$ cat src/rtl/hspi_receiver.sv
// Purpose : HSPI burst receiver. Grants a burst when the downstream FIFO has room,
//           forwards each valid word to the FIFO and flags short, stalled and stray traffic.
// Latency : 1 cycle from an accepted hrvld word to its fifo_write_en strobe.
// Backpr. : fifo_almost_full only gates the start of a burst; a running burst is
//           never stalled, so the FIFO must keep BURST_LEN+2 words of headroom.
// Ports   : sys_clk/sys_rst_n clock and async active-low reset;
//           hrreq/hrrdy/hrvld/hrd HSPI burst handshake and data;
//           hspi_cts, fifo_write_en, fifo_write_data, fifo_almost_full downstream FIFO side;
//           burst_count, err_short, err_timeout, err_overrun, busy status.
module hspi_receiver #(
  parameter int BURST_LEN = 256,
  parameter int TIMEOUT   = 1024
) (
  input  logic        sys_clk,
  input  logic        sys_rst_n,
  input  logic        hrreq,
  output logic        hrrdy,
  input  logic        hrvld,
  input  logic [31:0] hrd,
  output logic        hspi_cts,
  output logic        fifo_write_en,
  output logic [31:0] fifo_write_data,
  input  logic        fifo_almost_full,
  output logic [15:0] burst_count,
  output logic        err_short,
  output logic        err_timeout,
  output logic        err_overrun,
  output logic        busy
);

  localparam logic [1:0] IDLE = 2'd0;
  localparam logic [1:0] RECV = 2'd1;
  localparam logic [1:0] DONE = 2'd2;

  // Compare against the pre-increment value so the counters stay 16 bits wide.
  localparam logic [15:0] LAST_WORD = 16'(BURST_LEN - 1);
  localparam logic [15:0] LAST_IDLE = 16'(TIMEOUT - 1);

  logic [1:0]  state_q, state_d;
  logic [15:0] word_cnt_q, word_cnt_d;
  logic [15:0] idle_cnt_q, idle_cnt_d;
  logic        hrrdy_q, hrrdy_d;
  logic        busy_q, busy_d;
  logic        hspi_cts_q, hspi_cts_d;
  logic        wr_en_q, wr_en_d;
  logic [31:0] wr_data_q, wr_data_d;
  logic [15:0] burst_cnt_q, burst_cnt_d;
  logic        err_short_q, err_short_d;
  logic        err_timeout_q, err_timeout_d;
  logic        err_overrun_q, err_overrun_d;

  always_comb begin
    state_d       = state_q;
    word_cnt_d    = word_cnt_q;
    idle_cnt_d    = idle_cnt_q;
    wr_en_d       = 1'b0;
    wr_data_d     = wr_data_q;
    burst_cnt_d   = burst_cnt_q;
    err_short_d   = err_short_q;
    err_timeout_d = err_timeout_q;
    err_overrun_d = err_overrun_q;
    hspi_cts_d    = ~fifo_almost_full;

    case (state_q)
      IDLE: begin
        if (hrvld) err_overrun_d = 1'b1;
        if (hrreq && !fifo_almost_full) begin
          state_d    = RECV;
          word_cnt_d = '0;
          idle_cnt_d = '0;
        end
      end
      RECV: begin
        if (hrvld) begin
          // The word is taken before any early-drop decision, so a word that
          // arrives together with the hrreq drop still reaches the FIFO.
          wr_en_d    = 1'b1;
          wr_data_d  = hrd;
          word_cnt_d = word_cnt_q + 16'd1;
          idle_cnt_d = '0;
          if (word_cnt_q == LAST_WORD) begin
            state_d     = DONE;
            burst_cnt_d = burst_cnt_q + 16'd1;
          end else if (!hrreq) begin
            state_d     = DONE;
            err_short_d = 1'b1;
          end
        end else begin
          idle_cnt_d = idle_cnt_q + 16'd1;
          if (!hrreq) begin
            state_d     = DONE;
            err_short_d = 1'b1;
          end else if (idle_cnt_q == LAST_IDLE) begin
            state_d       = DONE;
            err_timeout_d = 1'b1;
          end
        end
      end
      DONE: begin
        if (hrvld) err_overrun_d = 1'b1;
        if (!hrreq) state_d = IDLE;
      end
      default: state_d = IDLE;
    endcase

    // Registered from the next state so they track state_q exactly.
    hrrdy_d = (state_d == RECV);
    busy_d  = (state_d != IDLE);
  end

  always_ff @(posedge sys_clk or negedge sys_rst_n) begin
    if (!sys_rst_n) begin
      state_q       <= IDLE;
      word_cnt_q    <= '0;
      idle_cnt_q    <= '0;
      hrrdy_q       <= 1'b0;
      busy_q        <= 1'b0;
      hspi_cts_q    <= 1'b0;
      wr_en_q       <= 1'b0;
      wr_data_q     <= '0;
      burst_cnt_q   <= '0;
      err_short_q   <= 1'b0;
      err_timeout_q <= 1'b0;
      err_overrun_q <= 1'b0;
    end else begin
      state_q       <= state_d;
      word_cnt_q    <= word_cnt_d;
      idle_cnt_q    <= idle_cnt_d;
      hrrdy_q       <= hrrdy_d;
      busy_q        <= busy_d;
      hspi_cts_q    <= hspi_cts_d;
      wr_en_q       <= wr_en_d;
      wr_data_q     <= wr_data_d;
      burst_cnt_q   <= burst_cnt_d;
      err_short_q   <= err_short_d;
      err_timeout_q <= err_timeout_d;
      err_overrun_q <= err_overrun_d;
    end
  end

  assign hrrdy           = hrrdy_q;
  assign busy            = busy_q;
  assign hspi_cts        = hspi_cts_q;
  assign fifo_write_en   = wr_en_q;
  assign fifo_write_data = wr_data_q;
  assign burst_count     = burst_cnt_q;
  assign err_short       = err_short_q;
  assign err_timeout     = err_timeout_q;
  assign err_overrun     = err_overrun_q;

endmodule

$ cat config.mk
export PLATFORM = sky130hd
export DESIGN_NAME = hspi_receiver
export DESIGN_NICKNAME = d
export VERILOG_FILES = /design/src/rtl/hspi_receiver.sv
export SDC_FILE = /design/constraint.sdc
export NUM_CORES = 1
export LEC_CHECK = 0
export ABC_AREA = 1
export CORE_MARGIN = 5
export CORE_UTILIZATION = 56
export DETAILED_ROUTE_END_ITERATION = 10
export PLACE_DENSITY = 0.86
export SLEW_MARGIN = 20
export SYNTH_ARGS = -nofsm -noshare
export SYNTH_HDL_FRONTEND = slang
export SYNTH_SLANG_ARGS = --single-unit
$ cat constraint.sdc
create_clock -name sys_clk -period 4.2 [get_ports sys_clk]
set_clock_uncertainty 0.1 [all_clocks]
set_input_delay 0.84 -clock sys_clk [delete_from_list [all_inputs] [get_ports sys_clk]]
set_output_delay 0.84 -clock sys_clk [all_outputs]
set_load 0.005 [all_outputs]
==> metrics.txt <==
Die H 101 um; Final Cycle Share 58.7%; Leak 2.80 nW; Crit path top cell by count nand2_1; first-pass GRT wire length 18.3 mm; CTS tree yes; crit path cell chain clkdlybuf4s50_1 > nand3_4 > nand2_4 > nand2_2 > nand2_1 > nand2_1 > nand2_1 > inv_1; commonest non-fill, non-tap cell in the layout nand2_1; # rows 33; Max VDD drop 0.333 mV; RSZ-0062 raised after global routing false; Overflow after GRT 0; Hold Path Class reg2reg; Wirelength per Cell 13.0 um; layout cells sized above 1 5.89%; input/output buffers 91; shortest period the worst path allows 2.46 ns; antenna diode instance count 0; Cells after Synth 618; Hold-fix buffers, CTS 0; post-detail-place hpwl 7.60 mm; Slew HR 47.1%; worst-path fanout max 29; Inserted Clock Buffers 9; Startpoint Class input port; CTS Sinks 89; H-tree levels 3; vias 4183; Req. time, crit path 4.36 ns; Die X 101 um; Max Freq 406 MHz; Yosys cell types 34; initial antenna violation count 0; max incr delay on CP 0.62 ns; Slew @ Worst Pin 0.793 ns; clk_lat worst skew 0.37 ns; largest net degree at the start of global routing 90; synthesized area per cell 7.46 um^2; Via-to-Cell Ratio 5.11; Post-CTS Setup Bufs 0; post-CTS sizing 0; Mapped Area 4610 um^2; num ports 92; Starting DRT DRC Count 264; Post-route DRC 0; pre-CTS WS 1.39 ns; core area 8130 um^2; MaxCap Viol Count 0; final hold vios 0; PD cells 429 nW/um^2; YS warnings 0; endpoint class of the critical path register; Starting Density 56.7%; status complete, no violations; ANT nets after route 0; critical path class in2reg; WHS 0.375 ns; Layout area overhead 25.3%; max-slew violation count 0; Sum Neg Setup Slack 0 ns; setup ws final 1.74 ns; DIE AREA 10200 um^2; DR pass1 iterations 7; most frequent cells in the layout nand2_1 (262), clkdlybuf4s50_1 (90), dfrtp_1 (89); CTS Buffer Depth 2; Layout Nets 748; Total Routing Usage GR 22.4%; Net Count, Synth 658; WP buf/inv 2; crit path DAT 2.63 ns; final wirelength 10.6 mm; sequential fraction of the synthesis area 48.3%; Root Driver clkbuf_8; vias in the first global route 4088; clock-pin slew on the worst setup and hold paths 0.08 ns; CP max-delay cell clkdlybuf4s50_1; RD Place Congestion 0.938; synthesized flop and latch total 89; # setup viols final 0; CP delay by family, top simple AND/OR/NAND/NOR gates
## through the flow
stage	cell area, um^2	total power [mW]	instances	util [%]
2_1_floorplan	4610	1.45	618	-
3_3_place_gp	5570	1.87	802	68.5
3_5_place_dp	5570	1.90	802	68.5
4_1_cts	5780	2.51	818	71.0
5_1_grt	5780	2.64	818	71.1
6_report	5780	2.48	818	71.1
## kinds of logic after synthesis
logic type	count (synthesis)	synth area share, %
buffers and inverters	75	7.02
adder cells (fa/ha/maj)	3	0.814
AO/OA/AOI/OAI	30	3.96
XOR/XNOR	11	2.09
flip-flops	89	48.3
AND/OR/NAND/NOR	410	37.8
## layout make-up
class | count | area [um^2]
Fill cell | 656 | 2350
Multi-Input combinational cell | 454 | 2060
Clock inverter | 7 | 78.8
Timing Repair Buffer | 93 | 927
Sequential cell | 89 | 2230
Clock buffer | 9 | 124
Inverter | 61 | 229
Tap cell | 105 | 131
## cell usage after synthesis
master	number	area (um^2)
o21ai_1	3	15.0
nor3_1	8	40.0
nand2_1	262	983
and3_1	1	6.26
a31oi_1	1	6.26
nor2_1	59	221
nand4_1	22	138
inv_2	3	11.3
buf_8	1	15.0
a21o_1	1	7.51
o21ai_0	13	65.1
o21bai_1	2	15.0
nor2_4	3	33.8
or2_2	1	6.26
xnor2_1	4	35.0
buf_2	7	35.0
inv_1	58	218
buf_4	2	15.0
a21oi_1	5	25.0
o21ai_2	1	8.76
a21oi_4	1	16.3
nand2_2	6	37.5
o22ai_1	1	6.26
nor2_2	5	31.3
nand3b_1	3	22.5
nand2_4	2	22.5
buf_6	2	22.5
nand3_4	1	17.5
dfrtp_1	89	2230
clkbuf_1	2	7.51
xor2_1	7	61.3
nand3_1	37	185
ha_1	3	37.5
a22o_1	2	17.5
## routing by layer
layer | part of all wire (%) | vias to the layer above | track usage (%) | wire (um)
li1 | - | 2112 | - | -
met1 | 46 | 1924 | 30.0 | 4870
met2 | 45 | 139 | 35.2 | 4820
met3 | 7.9 | 8 | 7.47 | 842
met4 | 0.77 | 0 | 5.08 | 82
met5 | 0 | - | 0 | 0
## power by group
| part | leakage, nW | internal (mW) | switching (mW) |
|---|---|---|---|
| Sequential | 1.17 | 1.04 | 0.129 |
| Combinational | 1.54 | 0.395 | 0.320 |
| Clock | 0.0921 | 0.279 | 0.319 |
| Total | 2.80 | 1.71 | 0.768 |
## worst paths after layout
kind / endpoint / slack [ns] / start / cells after the start
worst min-delay path: fifo_write_data[15] / 0.37 / fifo_write_data[15] / 2
worst max-delay path: idle_cnt_q[9] / 1.74 / hrreq / 8
max in group asynchronous: burst_count[6] / 3.03 / sys_rst_n / 1
worst max register to register: burst_count[14] / 2.19 / word_cnt_q[0] / 8
worst min register to register: fifo_write_data[15] / 0.37 / fifo_write_data[15] / 2
min in group asynchronous: hspi_cts / 0.42 / sys_rst_n / 1
## registers in the layout (all words and copies together) (netlist names)
| register | flops |
|---|---|
| burst_count | 16 |
| fifo_write_en | 1 |
| hrrdy | 1 |
| fifo_write_data | 32 |
| idle_cnt_q | 16 |
| err_short | 1 |
| word_cnt_q | 16 |
| busy | 1 |
| err_overrun | 1 |
| hspi_cts | 1 |
| err_timeout | 1 |
| state_q | 2 |
## worst reg2reg max path: stages (launching register included)
cell and delay [ns]:
dfrtp_1 0.47, ha_1 0.23, nand3_1 0.18, nor2_4 0.20
nand4_1 0.10, buf_4 0.21, inv_1 0.29, nand2_1 0.10
nand2_1 0.07
Power figures use the tool's default switching activity.
